### config.mk
export PLATFORM = sky130hd
export DESIGN_NAME = instruction_fetcher
export DESIGN_NICKNAME = d
export VERILOG_FILES = /design/src/rtl/instruction_fetcher.sv
export SDC_FILE = /design/constraint.sdc
export NUM_CORES = 1
export LEC_CHECK = 0
export ABC_AREA = 1
export CAP_MARGIN = 25
export CELL_PAD_IN_SITES_DETAIL_PLACEMENT = 0
export CELL_PAD_IN_SITES_GLOBAL_PLACEMENT = 1
export CORE_UTILIZATION = 45
export DETAILED_ROUTE_END_ITERATION = 8
export DONT_BUFFER_PORTS = 1
export MAX_ROUTING_LAYER = met4
export PLACE_DENSITY_LB_ADDON = 0.1
export SLEW_MARGIN = 10
export SYNTH_ARGS = -nofsm -noshare
export SYNTH_HDL_FRONTEND = slang
export SYNTH_SLANG_ARGS = --single-unit
### constraint.sdc
create_clock -name clk_in -period 8 [get_ports clk_in]
set_input_delay 1.6 -clock clk_in [delete_from_list [all_inputs] [get_ports clk_in]]
set_output_delay 1.6 -clock clk_in [all_outputs]
set_load 0.05 [all_outputs]
### src/rtl/instruction_fetcher.sv
// Instruction fetcher: walks the PC, fetches one instruction at a time from
// the icache, asks the branch predictor about conditional branches, and
// hands each instruction with its prediction to the issue queue. Only one
// fetch is ever in flight; redirects from the RoB discard stale responses.
module instruction_fetcher #(
  parameter logic [31:0] RESET_PC = 32'h0000_0000
) (
  input  logic        clk_in,
  input  logic        rst_in,
  input  logic        rdy_in,
  output logic        icache_req_en,
  output logic [31:0] icache_req_addr,
  input  logic        icache_resp_en,
  input  logic [31:0] icache_resp_inst,
  output logic        bp_query_en,
  output logic [31:0] bp_query_pc,
  input  logic        bp_resp_en,
  input  logic        bp_resp_taken,
  input  logic        downstream_full,
  output logic        inst_out_en,
  output logic [31:0] inst_out,
  output logic [31:0] inst_out_pc,
  output logic        inst_out_pred_taken,
  input  logic        flush_en,
  input  logic [31:0] flush_pc
);

  localparam logic [2:0] IDLE      = 3'd0;
  localparam logic [2:0] WAIT_INST = 3'd1;
  localparam logic [2:0] WAIT_PRED = 3'd2;
  localparam logic [2:0] OUTPUT    = 3'd3;
  localparam logic [2:0] DISCARD_I = 3'd4;
  localparam logic [2:0] DISCARD_P = 3'd5;

  localparam logic [6:0] OP_BRANCH = 7'b1100011;
  localparam logic [6:0] OP_JAL    = 7'b1101111;

  logic [2:0]  state_r, state_s;
  logic [31:0] pc_r, pc_s;
  logic [31:0] inst_r, inst_s;
  logic        pred_r, pred_s;
  logic        req_en_r, req_en_s;
  logic [31:0] req_addr_r, req_addr_s;
  logic        query_en_r, query_en_s;
  logic [31:0] query_pc_r, query_pc_s;
  logic        out_en_r, out_en_s;
  logic [31:0] out_inst_r, out_inst_s;
  logic [31:0] out_pc_r, out_pc_s;
  logic        out_pred_r, out_pred_s;
  logic [31:0] j_imm_s, b_imm_s, next_pc_s;

  // Sign-extended jump and branch offsets of the latched instruction.
  assign j_imm_s = {{12{inst_r[31]}}, inst_r[19:12], inst_r[20], inst_r[30:21], 1'b0};
  assign b_imm_s = {{20{inst_r[31]}}, inst_r[7], inst_r[30:25], inst_r[11:8], 1'b0};

  // Pulses are held in their registers while frozen and only shown when ready,
  // so a request raised just before a stall is still seen exactly once.
  assign icache_req_en       = req_en_r & rdy_in;
  assign icache_req_addr     = req_addr_r;
  assign bp_query_en         = query_en_r & rdy_in;
  assign bp_query_pc         = query_pc_r;
  assign inst_out_en         = out_en_r & rdy_in;
  assign inst_out            = out_inst_r;
  assign inst_out_pc         = out_pc_r;
  assign inst_out_pred_taken = out_pred_r;

  // Next PC after the latched instruction, following the recorded prediction.
  always_comb begin
    next_pc_s = pc_r + 32'd4;
    case (inst_r[6:0])
      OP_JAL: begin
        next_pc_s = pc_r + j_imm_s;
      end
      OP_BRANCH: begin
        if (pred_r) begin
          next_pc_s = pc_r + b_imm_s;
        end else begin
          next_pc_s = pc_r + 32'd4;
        end
      end
      default: begin
        next_pc_s = pc_r + 32'd4;
      end
    endcase
  end

  // Fetch sequencing: freeze, redirect handling, then the normal walk.
  always_comb begin
    state_s    = state_r;
    pc_s       = pc_r;
    inst_s     = inst_r;
    pred_s     = pred_r;
    req_en_s   = 1'b0;
    req_addr_s = req_addr_r;
    query_en_s = 1'b0;
    query_pc_s = query_pc_r;
    out_en_s   = 1'b0;
    out_inst_s = out_inst_r;
    out_pc_s   = out_pc_r;
    out_pred_s = out_pred_r;
    if (!rdy_in) begin
      req_en_s   = req_en_r;
      query_en_s = query_en_r;
      out_en_s   = out_en_r;
    end else if (flush_en) begin
      pc_s = flush_pc;
      case (state_r)
        WAIT_INST, DISCARD_I: state_s = icache_resp_en ? IDLE : DISCARD_I;
        WAIT_PRED, DISCARD_P: state_s = bp_resp_en ? IDLE : DISCARD_P;
        default:              state_s = IDLE;
      endcase
    end else begin
      case (state_r)
        IDLE: begin
          if (!downstream_full) begin
            req_en_s   = 1'b1;
            req_addr_s = pc_r;
            state_s    = WAIT_INST;
          end else begin
            state_s = IDLE;
          end
        end
        WAIT_INST: begin
          if (icache_resp_en) begin
            inst_s = icache_resp_inst;
            if (icache_resp_inst[6:0] == OP_BRANCH) begin
              query_en_s = 1'b1;
              query_pc_s = pc_r;
              pred_s     = 1'b0;
              state_s    = WAIT_PRED;
            end else begin
              pred_s  = (icache_resp_inst[6:0] == OP_JAL);
              state_s = OUTPUT;
            end
          end else begin
            state_s = WAIT_INST;
          end
        end
        WAIT_PRED: begin
          if (bp_resp_en) begin
            pred_s  = bp_resp_taken;
            state_s = OUTPUT;
          end else begin
            state_s = WAIT_PRED;
          end
        end
        OUTPUT: begin
          if (!downstream_full) begin
            out_en_s   = 1'b1;
            out_inst_s = inst_r;
            out_pc_s   = pc_r;
            out_pred_s = pred_r;
            pc_s       = next_pc_s;
            state_s    = IDLE;
          end else begin
            state_s = OUTPUT;
          end
        end
        DISCARD_I: state_s = icache_resp_en ? IDLE : DISCARD_I;
        DISCARD_P: state_s = bp_resp_en ? IDLE : DISCARD_P;
        default:   state_s = IDLE;
      endcase
    end
  end

  // State and output registers; reset abandons any in-flight fetch.
  always_ff @(posedge clk_in or posedge rst_in) begin
    if (rst_in) begin
      state_r    <= IDLE;
      pc_r       <= RESET_PC;
      inst_r     <= 32'd0;
      pred_r     <= 1'b0;
      req_en_r   <= 1'b0;
      req_addr_r <= 32'd0;
      query_en_r <= 1'b0;
      query_pc_r <= 32'd0;
      out_en_r   <= 1'b0;
      out_inst_r <= 32'd0;
      out_pc_r   <= 32'd0;
      out_pred_r <= 1'b0;
    end else begin
      state_r    <= state_s;
      pc_r       <= pc_s;
      inst_r     <= inst_s;
      pred_r     <= pred_s;
      req_en_r   <= req_en_s;
      req_addr_r <= req_addr_s;
      query_en_r <= query_en_s;
      query_pc_r <= query_pc_s;
      out_en_r   <= out_en_s;
      out_inst_r <= out_inst_s;
      out_pc_r   <= out_pc_s;
      out_pred_r <= out_pred_s;
    end
  end

endmodule

==> flow_summary.ini, run 1 <==
[cts]
cts_root_buf = clkbuf_16
cts_htree_levels = 4
ctsHoldBuffers = 0
post_cts_buffers = 0
cts.clk_slew.worst_paths_ns = 0.07
cts.sinks = 200
cts_made_buffers = 17
cts-resized-gates = 0
clk_path_buf_depth = 2
cts_tree = done
clock_latency_ns = 0.44

[sta]
period_needed_ns = 3.55
final.setup_skew_ns = 0.0163
setup_violations = 0
hold_viol_final = 0
fmax_mhz = 282
slew_viol_final = 0
final.setup.tns_ns = 0
rsz0062_at_grt = no
worst_pin_slew_ns = 1.02
period_share_pct = 44.4
whs_ns = 0.486
slew_headroom_pct = 32.1

[die]
start_util_pct = 45.6
die_x_microns = 172
ios = 204
core_sq_um = 28600
num_rows = 62
fp.dieArea_sq_um = 29700
die_h_microns = 172

[critical_path]
path_cells = nand2_1 > inv_1
crit_required_ns = 6.40
crit_path_start_kind = input port
cp_max_fo = 8
end_kind = output pin
path_delay_family = buffers and inverters
crit_type = input port to output pin
arrival_ns = 1.95
cp.buffers_inverters = 1
slowest_stage = inv_1
critPathMaxStageDelay_ns = 0.32

[cells_and_area]
diodes = 0
final_nets = 2016
seq_area_sq_um = 5000
fillers = 3004
drive_gt1_share_pct = 6.28
fin_cells = 2294
multi_input_area_sq_um = 6880
areaGrowthSynthToFinish_pct = 6.42
post-route-util_pct = 48.6

[routing]
postRouteAntennaNets = 0
drt_iter0_drc = 1096
num_vias = 12200
drc = 0
wl_per_cell_microns = 18.6
dr.pass1.iters = 5
drt_wl_total_microns = 42800
vias_per_cell = 5.32

[synthesis]
synth_cell_types = 50
seq_area_frac_synth_pct = 38.3
ys_dominant_reg_cell = dfrtp_1
synth_seq_cells = 200
netlist_instances = 1931
netlist_top_cells_count = nand2_1, inv_1, dfrtp_1
synth_edf_count = 0
yosys.cell_count.top_type = nand2_1
async_flop_share_pct = 100
yosys_warnings = 0
synth_top_area_share_pct = 38.3
synth.avg_cell_area_sq_um = 6.77
synth_area_leaders = dfrtp_1, nand2_1, inv_1
synth_area_sq_um = 13100
yosysTopAreaCell = dfrtp_1
synth_nets = 2049

[placement]
routabilityCongestion = 0.988
numPortBuffers = 0
dp_hpwl_microns = 33600
dpl.cell_count = 2263

[grt]
grt_use_total_pct = 29.7
top_usage_layer = met2
grt_pass1_wl_microns = 64000
grt-ovfl-total = 0
antenna_found_initial = 1
met2_usage_pct = 44.7
grt_pass1_vias = 11100
grt_max_degree = 130
use_met1_pct = 41.4
met3_usage_pct = 4.65

[power_and_ir_drop]
cellLeakagePower_nw = 7.30
powerDensity_nw_per_um2 = 350
fin_total_pwr_w = 0.00487
ir_worst_vdd_uv = 151

[run_status]
status = finished, final reports clean

[job]
cap_viol_max_count = 0

[min_path]
hp-class = flop to flop
[sequential cells by signal (all words and copies together), names as in the netlist]
name,cells
inst_out_pc,32
inst_out,32
out_en_r,1
inst_out_pred_taken,1
bp_query_pc,32
pred_r,1
pc_r,32
inst_r,32
query_en_r,1
icache_req_addr,32
state_r,3
req_en_r,1
[worst min-delay path: cells and delay by family (launching register included)]
kind,cells,cell delay (ns)
flops,1,0.35
simple gates,2,0.10
[logic make-up (layout without fill, tap and decap cells)]
| logic type | count (synthesis) | after routing | share of synthesized area (%) |
|---|---|---|---|
| AOI/OAI and AO/OA | 276 | 276 | 11.9 |
| xor gates and xnor gates | 11 | 11 | 0.737 |
| adders and majority gates | 46 | 46 | 4.52 |
| buffers and inverters | 291 | 270 | 9.15 |
| DFF | 200 | 200 | 38.3 |
| and+or+nand+nor | 1107 | 1107 | 35.4 |
[layout make-up]
cell class	instances	share of cell area [%]
clock buffer	18	3.09
clock inverter	13	1.01
inverter	232	6.35
multi-input combinational	1440	49.5
sequential	200	36.0
tap	384	3.46
timing repair buffer	7	0.612
[placed cells by master, fill, tap and decap left out, drive strengths merged, types with 2 or more instances in the layout]
cell | Yosys | final
xor2 | 10 | 10
a31oi | 6 | 6
o211ai | 11 | 11
nand4 | 17 | 17
buf | 35 | 7
nand3 | 130 | 130
o22ai | 5 | 5
nor3 | 26 | 26
o21ai | 163 | 163
o21bai | 5 | 5
inv | 230 | 233
fa | 2 | 2
nor2 | 151 | 151
or2 | 5 | 5
clkinvlp | 0 | 3
nand3b | 6 | 6
a21oi | 75 | 75
clkbuf | 24 | 18
dfrtp | 200 | 200
nand2 | 767 | 767
a211oi | 2 | 2
o221ai | 2 | 2
nor4 | 3 | 3
clkinv | 2 | 8
ha | 44 | 44
[stage by stage]
stage	area (sq um)	setup slack [ns]
2_1_floorplan	13100	0.946
3_3_place_gp	13300	4.45
3_5_place_dp	13300	4.45
4_1_cts	13900	4.45
5_1_grt	13900	4.40
6_report	13900	4.45
[where the power goes]
group	switching, W	internal, W	leakage, nW
Sequential	0.000811	0.00125	2.63
Clock	0.000418	0.000438	0.270
Combinational	0.00135	0.000603	4.40
Total	0.00258	0.00229	7.30
[metal layers]
metal,share of wire [%],up-vias
li1,-,6080
met1,47,5674
met2,44,392
met3,6.8,56
met4,2.0,0
met5,0,-
[worst paths after layout]
path                            endpoint  slack (ns)  startpoint  cells past startpoint
setup reg to reg                pc_r[17]        4.79  inst_r[31]                     13
hold reg to reg                 out_en_r        0.49    out_en_r                      2
min in group asynchronous    inst_out[3]        1.18      rst_in                      1
max in group asynchronous    inst_out[7]        5.40      rst_in                      2
hold / removal                  out_en_r        0.49    out_en_r                      2
setup / recovery           icache_req_en        4.45      rdy_in                      2
(Power assumes the default switching activity.)
==> run 2: changes to the inputs <==
clock period = 3.3 ns   (was 8 ns; I/O delays follow)
==> flow_summary.ini, run 2 (synthesized netlist as in run 1, its figures left out) <==
[routing]
num_vias = 12300
postRouteAntennaNets = 0
dr_wl_met3_microns = 3500
top_layer = met4
drt_iter0_drc = 983
wl_per_cell_microns = 19.2
wl_met1_microns = 20400
wl_met2_microns = 19300
drc = 0
drt_wl_total_microns = 44300
vias_per_cell = 5.31
dr.pass1.iters = 7

[sta]
slew_viol_final = 0
rsz0062_at_grt = no
slew_headroom_pct = 36.3
fmax_mhz = 339
setup_slack_ns = 0.348
period_share_pct = 89.5
hold_viol_final = 0
final.setup_skew_ns = 0.0158
worst_pin_slew_ns = 0.955
setup_violations = 0
final.setup.tns_ns = 0
period_needed_ns = 2.95

[cts]
cts-resized-gates = 0
ctsHoldBuffers = 0
cts.sinks = 200
post_cts_buffers = 0
cts_htree_levels = 4
cts_made_buffers = 17
cts_tree = done
cts_root_buf = clkbuf_16
clk_path_buf_depth = 2
cts.clk_slew.worst_paths_ns = 0.08
clock_latency_ns = 0.45

[placement]
routabilityCongestion = 0.983
pre_cts_slack_ns = 0.382
dp_hpwl_microns = 34800
numPortBuffers = 0

[cells_and_area]
drive_gt1_share_pct = 7.16
final_cell_mix = nand2_1, inv_1, dfrtp_1, nor2_1, nand3_1
fillers = 2995
final_nets = 2033
areaGrowthSynthToFinish_pct = 7.79
final_common_cell = nand2_1

[min_path]
hp-class = input port to async pin

[critical_path]
crit_type = flop to flop
crit_required_ns = 3.65
worstReg2RegStart = inst_r[31]
end_kind = flop
crit_path_start_kind = flop
cp_max_fo = 22
arrival_ns = 3.30
cp-startpoint = inst_r[31]

[die]
die_h_microns = 172
die_x_microns = 172
start_util_pct = 45.6
fp.dieArea_sq_um = 29700
ios = 204
num_rows = 62
core_sq_um = 28600

[power_and_ir_drop]
cellLeakagePower_nw = 7.41
powerDensity_nw_per_um2 = 850
ir_worst_vdd_uv = 371

[grt]
grt_pass1_vias = 11400
grt_max_degree = 107
grt_pass1_wl_microns = 66200
grt_use_total_pct = 30.9
grt-ovfl-total = 0
antenna_found_initial = 0

[run_status]
status = finished, final reports clean

[job]
cap_viol_max_count = 0
[run 2: power breakdown]
part / internal [W] / total [W] / switching (W)
logic: 0.00149 / 0.00479 / 0.00330
clock network: 0.00116 / 0.00223 / 0.00107
registers: 0.00304 / 0.00496 / 0.00192
[run 2: path summary, 6_finish.rpt]
path,end,cells past startpoint,slack [ns]
worst min register to register,out_en_r,2,0.49
max in group asynchronous,pc_r[19],2,2.23
worst min-delay path,inst_out[5],1,0.12
worst max-delay path,pc_r[24],12,0.35
worst max register to register,pc_r[24],12,0.35
min in group clk_in,state_r[1],1,0.32
[run 2: critical path, cell delays in order, from the launching register on]
cell and delay (ns):
dfrtp_1 0.75, ha_1 0.61, nand2_1 0.19, nor2_1 0.26, inv_1 0.15, nor3_2 0.15
o21ai_0 0.18, nand3_1 0.13, nand2_1 0.06, nand3_1 0.08, nand3b_1 0.14, nand2_1 0.09
nand2_1 0.05
[run 2: through the flow]
stage | cell area (sq um) | total power (W) | hold slack, ns | std cells | utilization [%]
floorplan | 13100 | 0.00817 | 0.450 | 1931 | -
global placement | 13500 | 0.00966 | 0.466 | 2280 | 47.0
detailed placement | 13500 | 0.00971 | 0.468 | 2280 | 47.0
CTS | 14100 | 0.0120 | 0.120 | 2312 | 49.2
global route | 14100 | 0.0128 | 0.147 | 2312 | 49.2
finish | 14100 | 0.0120 | 0.124 | 2313 | 49.2
[run 2: final cells by class]
| class | instances | area, sq um | area share [%] |
|---|---|---|---|
| multi-input combinational | 1440 | 6880 | 48.9 |
| inverter | 232 | 880 | 6.25 |
| timing repair buffer | 24 | 218 | 1.55 |
| sequential | 200 | 5000 | 35.5 |
| clock buffer | 18 | 429 | 3.05 |
| clock inverter | 14 | 188 | 1.33 |
| tap | 384 | 480 | 3.41 |
| antenna | 1 | 2.50 | 0.0178 |
[run 2: routing by layer]
metal,track usage (%),up-vias
met2,46.4,388
met4,9.66,0
met5,-,-
li1,-,6114
met1,41.6,5722
met3,6.36,55
==> run 3: changes to the inputs <==
CORE_UTILIZATION = 39   (was 45)
DONT_BUFFER_PORTS = unset   (was 1)
==> flow_summary.ini, run 3 (synthesized netlist as in run 1, its figures left out) <==
[routing]
num_vias = 13200
drt_wl_total_microns = 47200
wl_per_cell_microns = 18.3
top_layer = met4
drt_iter0_drc = 1159
wl_met1_microns = 22400
vias_per_cell = 5.11
drc = 0
dr.pass1.iters = 6
wl_met2_microns = 21200
dr_wl_met3_microns = 2590
postRouteAntennaNets = 0

[die]
die_x_microns = 185
fp.dieArea_sq_um = 34200
core_sq_um = 32800
num_rows = 66
ios = 204
start_util_pct = 39.8
die_h_microns = 185

[cts]
cts.clk_slew.worst_paths_ns = 0.09
cts_htree_levels = 4
ctsHoldBuffers = 0
post_cts_buffers = 0
clk_path_buf_depth = 2
cts_made_buffers = 17
cts.sinks = 200
cts_root_buf = clkbuf_16
clock_latency_ns = 0.46
cts_tree = done
cts-resized-gates = 0

[critical_path]
worstReg2RegEnd = pc_r[18]
arrival_ns = 3.11
critPathMaxStageDelay_ns = 0.56
cp_max_fo = 7
crit_top_cell = nand2_1
regToRegSetupSlack_ns = 0.59
crit_path_start_kind = flop
cp-startpoint = pc_r[2]
path_cells = ha_1 > nand3_2 > nor3_4 > nand3_2 > xor2_1 > nor2_1 > nor2_1 > o21ai_0 > nand2_1 > nand2_1 > nand2_1
cp.buffers_inverters = 0
r2r_cells = 11
crit_required_ns = 3.70
path_delay_family = simple AND/OR/NAND/NOR gates
slowest_stage = dfrtp_1
path_depth = 11
crit_type = flop to flop
end_kind = flop
worstReg2RegStart = pc_r[2]
endpoint = pc_r[18]

[power_and_ir_drop]
powerDensity_nw_per_um2 = 777
swShare_pct = 50.8
cellLeakagePower_nw = 8.16
p_int_w = 0.00619
seqPwrFrac_pct = 29.8
clkPwrFrac_pct = 15.9
p_comb_share_pct = 54.3
power.net_switching_w = 0.00638
ir_worst_vdd_uv = 415

[sta]
final.setup.tns_ns = 0
whs_ns = 0.472
slew_viol_final = 0
period_needed_ns = 2.71
rsz0062_at_grt = no
hold_viol_final = 0
final.setup_skew_ns = 0.0219
period_share_pct = 82.0
slew_headroom_pct = 39.0
fmax_mhz = 369
worst_pin_slew_ns = 0.913
setup_violations = 0

[placement]
routabilityCongestion = 0.944
dp_hpwl_microns = 37700
numPortBuffers = 203
dpl.cell_count = 2548

[cells_and_area]
areaGrowthSynthToFinish_pct = 23.8
seq_area_sq_um = 5000
fillers = 3434
final_cell_mix = nand2_1, inv_1, dfrtp_1, clkdlybuf4s50_1, nor2_1
fin_cells = 2579
drive_gt1_share_pct = 6.79
multi_input_area_sq_um = 6880
post-route-util_pct = 49.4
final_common_cell = nand2_1
final_nets = 2243

[grt]
grt_use_total_pct = 29.0
grt_max_degree = 66
antenna_found_initial = 2
grt_pass1_wl_microns = 71800
grt_pass1_vias = 12300
grt-ovfl-total = 0

[min_path]
holdPathStages = 2
hp-class = flop to flop

[job]
cap_viol_max_count = 0

[run_status]
status = finished, final reports clean
==> run 3: changes by cell type in the layout (fill, tap and decap cells not counted) <==
cell,delta
buf_12,+3
buf_4,+7
bufinv_16,-2
clkbuf_1,+1
clkbuf_8,+2
clkdlybuf4s50_1,+200
clkinv_2,+1
clkinv_4,+1
clkinv_8,-3
inv_2,+1
inv_6,-2
inv_8,-1
==> run 3: power by group through the flow <==
stage	Combinational (W)	Clock [W]	Sequential [W]
after floorplan	0.00348	0	0.00469
after global placement	0.00672	0	0.00377
after detailed placement	0.00675	0	0.00378
after CTS	0.00678	0.00206	0.00374
after global routing	0.00752	0.00214	0.00382
final	0.00683	0.00199	0.00375
==> run 3: worst min path at each step <==
stage                               to  slack [ns]          from
final                      inst_out[8]        0.47   inst_out[8]
after floorplan               out_en_r        0.45      out_en_r
after global routing      inst_out[22]        0.50  inst_out[22]
after detailed placement   inst_out[8]        0.46   inst_out[8]
after global placement    inst_out[16]        0.46  inst_out[16]
after CTS                  inst_out[8]        0.48   inst_out[8]
==> run 3: layer usage <==
metal | up-vias | GRT usage (%)
met1 | 6137 | 40.1
li1 | 6555 | -
met4 | 0 | 7.83
met3 | 51 | 4.17
met5 | - | -
met2 | 431 | 44.3
==> run 3: final cells by class <==
class,instances,share of cell area (%)
Multi-Input combinational cell,1440,42.5
Sequential cell,200,30.9
Timing Repair Buffer,234,14.4
Inverter,232,5.43
Tap cell,442,3.42
Clock buffer,21,2.85
Clock inverter,9,0.425
Antenna cell,1,0.0155
==> run 3: tightest hold or removal path, cell delays in order, from the launching register on <==
cell and delay (ns):
dfrtp_1 0.34, nand2_1 0.06, nand2_1 0.05
==> run 3: metrics by stage <==
stage	worst slack (ns)	power (W)	instance area [sq um]
after floorplan	0.0517	0.00817	13100
after global placement	0.373	0.0105	15600
after detailed placement	0.328	0.0105	15600
after CTS	0.633	0.0126	16200
after global routing	0.317	0.0135	16200
final	0.593	0.0126	16200
